==> src/rtl/uart_rx_pkg.sv <==
// Shared types and constants for the UART receiver frame sequencer.
package uart_rx_pkg;

   typedef enum logic [2:0] {
      IDLE   = 3'd0,
      START  = 3'd1,
      DATA   = 3'd2,
      PARITY = 3'd3,
      STOP   = 3'd4,
      CHECK  = 3'd5
   } rx_state_t;

   localparam int         UART_DATA_BITS = 8;
   localparam logic [3:0] BIT_START      = 4'd0;
   localparam logic [3:0] BIT_LAST_DATA  = 4'(UART_DATA_BITS);

   // First oversample index at which the majority-sampled bit is stable.
   function automatic logic [5:0] chk_edge(input logic [5:0] prescale);
      return (prescale >> 1) + 6'd2;
   endfunction

endpackage

==> src/rtl/uart_rx_edge_bit_cnt.sv <==
// Oversample edge counter and frame bit counter for the UART receiver.
module uart_rx_edge_bit_cnt
   import uart_rx_pkg::*;
(
   input  logic       clk,
   input  logic       rst,
   input  logic       cnt_en,
   input  logic       clr,
   input  logic [5:0] prescale,
   output logic [5:0] edge_cnt,
   output logic [3:0] bit_cnt
);

   logic [5:0] r_edge_cnt;
   logic [3:0] r_bit_cnt;
   logic [5:0] w_last_edge;

   assign w_last_edge = prescale - 6'd1;

   // Clear has priority so the sequencer can abort or finish a frame in any cycle.
   always_ff @(posedge clk or posedge rst) begin
      if (rst) begin
         r_edge_cnt <= '0;
         r_bit_cnt  <= BIT_START;
      end else if (clr) begin
         r_edge_cnt <= '0;
         r_bit_cnt  <= BIT_START;
      end else if (cnt_en) begin
         if (r_edge_cnt == w_last_edge) begin
            r_edge_cnt <= '0;
            r_bit_cnt  <= r_bit_cnt + 4'd1;
         end else begin
            r_edge_cnt <= r_edge_cnt + 6'd1;
         end
      end
   end

   assign edge_cnt = r_edge_cnt;
   assign bit_cnt  = r_bit_cnt;

endmodule

==> src/rtl/uart_rx_fsm.sv <==
// UART RX frame sequencer: start detect, counter control, checker strobes, frame verdict.
// Optional parity support is compiled in with `define UART_RX_PARITY_EN.
module uart_rx_fsm
   import uart_rx_pkg::*;
(
   input  logic       clk,
   input  logic       rst,
   input  logic       rx_in,
   input  logic       par_en,
   input  logic [5:0] prescale,
   input  logic       strt_glitch,
   input  logic       par_err,
   input  logic       stp_glitch,
   output logic [5:0] edge_cnt,
   output logic [3:0] bit_cnt,
   output logic       data_samp_en,
   output logic       deser_en,
   output logic       strt_chk_en,
   output logic       par_chk_en,
   output logic       stp_chk_en,
   output logic       data_valid,
   output logic       framing_err
);

   rx_state_t  r_state;
   logic       r_data_samp_en;
   logic       r_deser_en;
   logic       r_strt_chk_en;
   logic       r_stp_chk_en;
   logic       r_data_valid;
   logic       r_framing_err;

   logic       w_cnt_en;
   logic       w_clr;
   logic       w_edge_last;
   logic       w_at_chk_pre;
   logic       w_frame_err;
   logic [5:0] w_edge_cnt;
   logic [3:0] w_bit_cnt;

   uart_rx_edge_bit_cnt u_cnt (
      .clk      (clk),
      .rst      (rst),
      .cnt_en   (w_cnt_en),
      .clr      (w_clr),
      .prescale (prescale),
      .edge_cnt (w_edge_cnt),
      .bit_cnt  (w_bit_cnt)
   );

   assign w_edge_last  = (w_edge_cnt == prescale - 6'd1);
   // Strobes are registered, so they are armed one edge before CHK to land on it.
   assign w_at_chk_pre = (w_edge_cnt == chk_edge(prescale) - 6'd1);

   assign w_cnt_en = ((r_state == START) || (r_state == DATA) ||
                      (r_state == PARITY) || (r_state == STOP)) &&
                     !((r_state == STOP) && w_edge_last);

   assign w_clr = (r_state == IDLE) || (r_state == CHECK) ||
                  ((r_state == START) && w_edge_last && strt_glitch);

`ifdef UART_RX_PARITY_EN
   logic r_par_q;
   logic r_par_chk_en;
   assign w_frame_err = stp_glitch | (r_par_q & par_err);
   assign par_chk_en  = r_par_chk_en;
`else
   logic w_unused_par;
   assign w_unused_par = par_en ^ par_err;
   assign w_frame_err  = stp_glitch;
   assign par_chk_en   = 1'b0;
`endif

   always_ff @(posedge clk or posedge rst) begin
      if (rst) begin
         r_state        <= IDLE;
         r_data_samp_en <= 1'b0;
         r_deser_en     <= 1'b0;
         r_strt_chk_en  <= 1'b0;
         r_stp_chk_en   <= 1'b0;
         r_data_valid   <= 1'b0;
         r_framing_err  <= 1'b0;
`ifdef UART_RX_PARITY_EN
         r_par_q        <= 1'b0;
         r_par_chk_en   <= 1'b0;
`endif
      end else begin
         r_deser_en    <= 1'b0;
         r_strt_chk_en <= 1'b0;
         r_stp_chk_en  <= 1'b0;
         r_data_valid  <= 1'b0;
         r_framing_err <= 1'b0;
`ifdef UART_RX_PARITY_EN
         r_par_chk_en  <= 1'b0;
`endif
         case (r_state)
            IDLE: begin
               if (!rx_in) begin
                  r_state        <= START;
                  r_data_samp_en <= 1'b1;
`ifdef UART_RX_PARITY_EN
                  r_par_q        <= par_en;
`endif
               end
            end
            START: begin
               r_strt_chk_en <= w_at_chk_pre;
               if (w_edge_last) begin
                  if (strt_glitch) begin
                     r_state        <= IDLE;
                     r_data_samp_en <= 1'b0;
                  end else begin
                     r_state <= DATA;
                  end
               end
            end
            DATA: begin
               r_deser_en <= w_at_chk_pre;
               if (w_edge_last && (w_bit_cnt == BIT_LAST_DATA)) begin
`ifdef UART_RX_PARITY_EN
                  r_state <= r_par_q ? PARITY : STOP;
`else
                  r_state <= STOP;
`endif
               end
            end
`ifdef UART_RX_PARITY_EN
            PARITY: begin
               r_par_chk_en <= w_at_chk_pre;
               if (w_edge_last) begin
                  r_state <= STOP;
               end
            end
`endif
            STOP: begin
               r_stp_chk_en <= w_at_chk_pre;
               if (w_edge_last) begin
                  r_state        <= CHECK;
                  r_data_samp_en <= 1'b0;
               end
            end
            CHECK: begin
               r_data_valid  <= !w_frame_err;
               r_framing_err <= w_frame_err;
               r_state       <= IDLE;
            end
            default: begin
               r_state        <= IDLE;
               r_data_samp_en <= 1'b0;
            end
         endcase
      end
   end

   assign edge_cnt     = w_edge_cnt;
   assign bit_cnt      = w_bit_cnt;
   assign data_samp_en = r_data_samp_en;
   assign deser_en     = r_deser_en;
   assign strt_chk_en  = r_strt_chk_en;
   assign stp_chk_en   = r_stp_chk_en;
   assign data_valid   = r_data_valid;
   assign framing_err  = r_framing_err;

endmodule
==> config.mk <==
export PLATFORM = sky130hd
export DESIGN_NAME = uart_rx_fsm
export DESIGN_NICKNAME = d
export VERILOG_FILES = /design/src/rtl/uart_rx_pkg.sv /design/src/rtl/uart_rx_edge_bit_cnt.sv /design/src/rtl/uart_rx_fsm.sv
export SDC_FILE = /design/constraint.sdc
export NUM_CORES = 1
export LEC_CHECK = 0
export CORE_MARGIN = 2
export CORE_UTILIZATION = 41
export CTS_CLUSTER_SIZE = 30
export DETAILED_ROUTE_END_ITERATION = 8
export PLACE_DENSITY = 0.74
export SLEW_MARGIN = 20
export SYNTH_ARGS = -nofsm -noshare
export SYNTH_HDL_FRONTEND = slang
export SYNTH_HIERARCHICAL = 1
export SYNTH_SLANG_ARGS = --single-unit
==> constraint.sdc <==
create_clock -name clk -period 6 [get_ports clk]
set_input_delay 0.6 -clock clk [delete_from_list [all_inputs] [get_ports clk]]
set_output_delay 0.6 -clock clk [all_outputs]
set_load 0.01 [all_outputs]
* After elaboration in Yosys (flattened, before gate mapping) *
Index checks and enable logic that the tools add are counted.
W data, S select, Z words.

cells by class
  $add $sub $neg = 5
  equal/unequal tests = 13
  muxes and demuxes = 22
  bitwise logic cells = 1
  reductions and logical operators = 19

operators by type and width
  kind                   number
  $mux W6                3
  $eq A6 B6 Y1           2
  $mux W3                4
  $mux W4                3
  $pmux W3 S4            1
  $sub A6 B1 Y6 const B  2
  $mux W1                9
  $ne A2 B2 Y1 const B   4
  $add A5 B2 Y6 const B  1
  $add A6 B1 Y6 const B  1
  $eq A3 B2 Y1 const B   2
  $eq A3 B3 Y1 const B   2
  $logic_and A1 B1 Y1    5
  $logic_or A1 B1 Y1     5
  $reduce_and A5 Y1      1
  $add A4 B1 Y4 const B  1
  $eq A4 B4 Y1 const B   1
  $pmux W1 S4            1
  $reduce_and A4 Y1      1
  $reduce_bool A2 Y1     2
  $eq A3 B1 Y1 const B   1
  $logic_not A3 Y1       1
  $logic_not A1 Y1       2
  $mux W2                1
  other kinds (4)        4

storage, ports and cells
  register bits after elaboration = 19
  input port bits = 13
  output and inout bits = 17
  word-level logic and storage cells = 69

* Logic depth before layout (Yosys ltp) *
  depth in word-level cells = 7
  gate-level depth with buffers = 11
  mapped depth without buffers = 10

* Cells and area by module *
Netlist, hierarchy kept.

modules (own cells, without submodules)
  module                times used  cells an instance  area each (µm²)  seq. area each (µm²)
  uart_rx_fsm           1           92                 789.5            225.2
  uart_rx_edge_bit_cnt  1           78                 695.7            250.2

* Least setup slack after synthesis *
No wires, ideal clock.

  kind = input to register
  start = in prescale[3]
  end = reg u_cnt.r_bit_cnt[0], in the netlist u_cnt/bit_cnt[0]
  library setup time = 0.125 ns
  data arrival time = 2.517 ns
  data required time = 5.875 ns
  slack = 3.358 ns
  stages on the path = 9
  buffers on the path = 2
  path through = buf_2 -> nor4b_1 -> xnor2_1 -> nand3_2 -> or2_4 -> o21ai_0 -> clkbuf_1 -> nor2_1 -> mux2_2

between the ends
  longest elaborated chain between the ends = 7
  elaborated cells on any way between the ends = 12
  those cells by class = 1 x add/sub; 1 x eq/ne; 1 x mux; 9 x reduce/logical

RTL lines
  element                                RTL line                    text
  start, declared                        uart_rx_fsm.sv:10           input logic [5:0] prescale,
  $sub A6 B1 Y6 (*)                      uart_rx_fsm.sv:51           assign w_edge_last = (w_edge_cnt == prescale - 6'd1);
  $eq A6 B6 Y1 (*)                       uart_rx_fsm.sv:51
  $logic_and A1 B1 Y1 (*) (2 in series)  uart_rx_fsm.sv:60           ((r_state == START) && w_edge_last && strt_glitch);
  $logic_or A1 B1 Y1 (*)                 uart_rx_fsm.sv:59           assign w_clr = (r_state == IDLE) || (r_state == CHECK) ||
  net w_clr                              uart_rx_fsm.sv:34           logic w_clr;
  $reduce_bool A2 Y1 (no line)           --
  $reduce_and A2 Y1 (no line)            --
  end signal, assigned                   uart_rx_edge_bit_cnt.sv:31  r_bit_cnt <= r_bit_cnt + 4'd1;
  end, declared                          uart_rx_edge_bit_cnt.sv:15  logic [3:0] r_bit_cnt;

Mark *: on every way through the listed nets, which the timed path passes. The rest lies on a longest branch.
A chain may end at the register's enable or synchronous reset.

* Worst setup path in the final report *
  start = in prescale[2]
  end = reg u_cnt.r_bit_cnt[0], in the netlist u_cnt/bit_cnt[0]

between the ends
  longest elaborated chain between the ends = 7
  elaborated cells on any way between the ends = 12
  those cells by class = 1 x add/sub; 1 x eq/ne; 1 x mux; 9 x reduce/logical

RTL lines
  element                       RTL line           text
  $sub A6 B1 Y6                 uart_rx_fsm.sv:51
  $eq A6 B6 Y1                  uart_rx_fsm.sv:51
  $logic_and A1 B1 Y1           uart_rx_fsm.sv:57  !((r_state == STOP) && w_edge_last);
  $logic_not A1 Y1              uart_rx_fsm.sv:57
  $logic_and A1 B1 Y1           uart_rx_fsm.sv:56  (r_state == PARITY) || (r_state == STOP)) &&
  net w_cnt_en                  uart_rx_fsm.sv:33  logic w_cnt_en;
  $reduce_bool A2 Y1 (no line)  --
  $reduce_and A2 Y1 (no line)   --

The timed path passes the listed nets, and every way through them passes these cells.

==> metrics.yaml <==
run_status:
  outcome: "completed"
place:
  port_buffers: 26
  dp_slack_ns: 2.477
  dpl.cell_count: 238
  gp_congestion: 0.7631
  hpwl_mm: 2.250
worst_setup_path:
  cp-endpoint: "u_cnt/bit_cnt[0]"
  r2r-end: "u_cnt/bit_cnt[0]"
  r2r_cells: 9
  r2r_start: "u_cnt/edge_cnt[3]"
  crit_fanout: 12
  end_kind: "flip-flop"
  crit_type: "in -> reg"
  reg2reg_slack_ns: 3.40
  worstSetupStartpoint: "prescale[2]"
  start_kind: "input pin"
  cp.required_ns: 6.19
  crit_arrival_ns: 3.47
clock_network:
  post_cts_buffers: 0
  cts.repair.resized: 0
  clk-insertion-delay-late_ns: 0.30
  cts_tree: "built"
  postCtsHoldBufs: 0
  cts_buffers: 3
  clock-sinks: 19
  clockBufferDepth: 2
  clk_pin_slew_ns: 0.10
  cts_root_buffer: "clkbuf_4"
  htree_levels: 1
timing:
  tns_ns: 0
  fin_ws_ns: 2.727
  timing.fmax_mhz: 305.5
  rsz0062_at_grt: "false"
  layout_min_cycle_time_ns: 3.273
  finalCritPeriodShare_pct: 54.55
  setup_viol: 0
  drv_slew: 0
  skew_ns: 0.0006577
  final_hold_viol_count: 0
yosys:
  synth_top_cells_by_area: "dfrtp_1 32%, xor2_1 7.1%, xnor2_1 5.9%, ha_1 5.1%, nor2_1 3.8%"
  yosysTopAreaCell: "dfrtp_1"
  syn_avg_cell_area_um2: 8.736
  synth_cells: 170
  synthFlopType: "dfrtp_1"
  synth_fp_nets: 189
  seq_area_frac_synth_pct: 32.01
  yosysWarnings: 6
  synth_edf_count: 0
  syn_area_um2: 1485
  async_reset_ff_share_pct: 100.0
  synth_top_area_share_pct: 32.01
  ys_types: 48
  ys_ff_latch: 19
floorplanning:
  io_pins: 30
  die_h_um: 64.19
  start_util_pct: 43.48
  coreArea_um2: 3416
  die_w_um: 64.19
  die_area_um2: 4120
  fp-row-count: 21
pwr:
  p_per_area_nw_per_um2: 335.4
  clock_power_share_pct: 10.7
  internal-power_mw: 0.3530
  power_switching_share_pct: 41.80
  fin_total_pwr_mw: 0.6064
  peakVddDrop_mv: 0.2298
  power.switching_mw: 0.2535
  p_comb_share_pct: 52.2
  leakagePower_nw: 0.7714
  seqPwrFrac_pct: 37.1
drt:
  route.met3.wl_um: 105
  via_count: 1282
  wl_mm: 3.031
  top_layer: "met4"
  wirelength_met1_mm: 1.478
  firstDrtPassIters: 4
  wl_per_cell_um: 12.52
  routed_via_density: 5.298
  wl_met2_mm: 1.440
  drt_iter0_markers: 46
  drc_errors: 0
  antenna_left: 0
finish:
  postLayoutCoreUtil_pct: 52.93
  drive_gt1_share_pct: 6.122
  final_nets: 216
  n_antenna_cell: 0
  final_common_cell: "clkdlybuf4s50_1"
  syn2layout_area_growth_pct: 21.74
  instances_no_fill: 242
  mostFrequentLayoutCells: "26 x clkdlybuf4s50_1, 19 x dfrtp_1, 15 x nor2_1, 12 x xor2_1, 11 x inv_1"
  nFillCells: 344
global_routing:
  grt_pass1_wl_mm: 5.347
  antenna_found_initial: 0
  grt_pass1_vias: 1181
  grt_max_degree: 15
  grt.total_usage_pct: 15.93
  overflow: 0
flow_run:
  drv_cap: 0
worst_hold_path:
  hold_class: "in -> async"
==> power groups by stage <==
stage                     clock network (mW)  registers [mW]  logic [mW]
after floorplan                            0           0.221       0.206
after global placement                     0           0.228       0.312
final                                 0.0649           0.225       0.317
after global routing                  0.0723           0.234       0.354
after detailed placement                   0           0.228       0.318
after CTS                             0.0673           0.225       0.319
==> kinds of logic (layout without fill, tap and decap cells) <==
logic type      count (synthesis)  count (layout)  share of synthesized area [%]
compound gates                 31              31                          14.66
simple gates                   70              70                          26.96
buf+inv                        17              43                          5.223
xor+xnor                       22              22                          12.97
mux                             4               4                          2.864
other cells                     1               1                         0.2525
flops                          19              19                          32.01
fa+ha+maj                       6               6                          5.055
==> cells in the mapped netlist (3+ instances only) <==
| master | n |
|---|---|
| nand2_1 | 7 |
| o21ai_0 | 7 |
| nor4_1 | 3 |
| xor2_1 | 12 |
| inv_1 | 11 |
| or3_1 | 4 |
| nand2b_1 | 8 |
| ha_1 | 6 |
| and3_1 | 3 |
| dfrtp_1 | 19 |
| nor2_1 | 15 |
| nand3_1 | 6 |
| nor3_1 | 3 |
| o211ai_1 | 3 |
| o31ai_1 | 3 |
| nor2b_1 | 5 |
| xnor2_1 | 10 |
| a21oi_1 | 4 |
| o22ai_1 | 3 |
==> critical path, cell delays in order <==
cell and delay (ns):
clkdlybuf4s50_1 0.60, inv_1 0.13, ha_1 0.16, nor4b_1 0.32
xnor2_1 0.13, nand3_2 0.12, nor2_1 0.05, o21ai_0 0.19
buf_4 0.21, o211ai_1 0.19, nor2_1 0.38, mux2_2 0.38
==> worst min path at each step <==
stage                     start               end  slack (ns)  cells past startpoint
2_1_floorplan               rst      data_samp_en        0.43                      1
3_3_place_gp   u_cnt/bit_cnt[3]  u_cnt/bit_cnt[3]        0.56                      2
3_5_place_dp   u_cnt/bit_cnt[3]  u_cnt/bit_cnt[3]        0.56                      2
4_1_cts                     rst      data_samp_en        0.58                      2
5_1_grt                     rst      data_samp_en        0.60                      2
6_report                    rst      data_samp_en        0.58                      2
==> cell type report <==
| class | instances | area (um2) | area share, % |
|---|---|---|---|
| Inverter | 11 | 41.29 | 2.284 |
| Tap cell | 46 | 57.56 | 3.183 |
| Timing Repair Buffer | 28 | 275.3 | 15.22 |
| Multi-Input combinational cell | 134 | 932.1 | 51.56 |
| Sequential cell | 19 | 475.5 | 26.30 |
| Clock buffer | 4 | 26.28 | 1.453 |
==> sequential cells by signal (all words and copies together), names as in the netlist <==
signal,count
u_cnt/edge_cnt,6
u_cnt/bit_cnt,4
r_state,3
data_samp_en,1
data_valid,1
deser_en,1
framing_err,1
stp_chk_en,1
strt_chk_en,1
==> metal layers <==
metal / vias up / track usage, %
li1: 656 / -
met1: 601 / 21.34
met2: 23 / 27.08
met3: 2 / 3.169
met4: 0 / 2.394
met5: - / 0
==> through the flow <==
stage          area (um2)  hold slack [ns]
2_1_floorplan        1485           0.4279
4_1_cts              1808           0.5771
5_1_grt              1808           0.5964
3_5_place_dp         1782           0.5644
3_3_place_gp         1782           0.5591
6_report             1808           0.5765
Note: power is estimated with default switching activity, not from simulation.
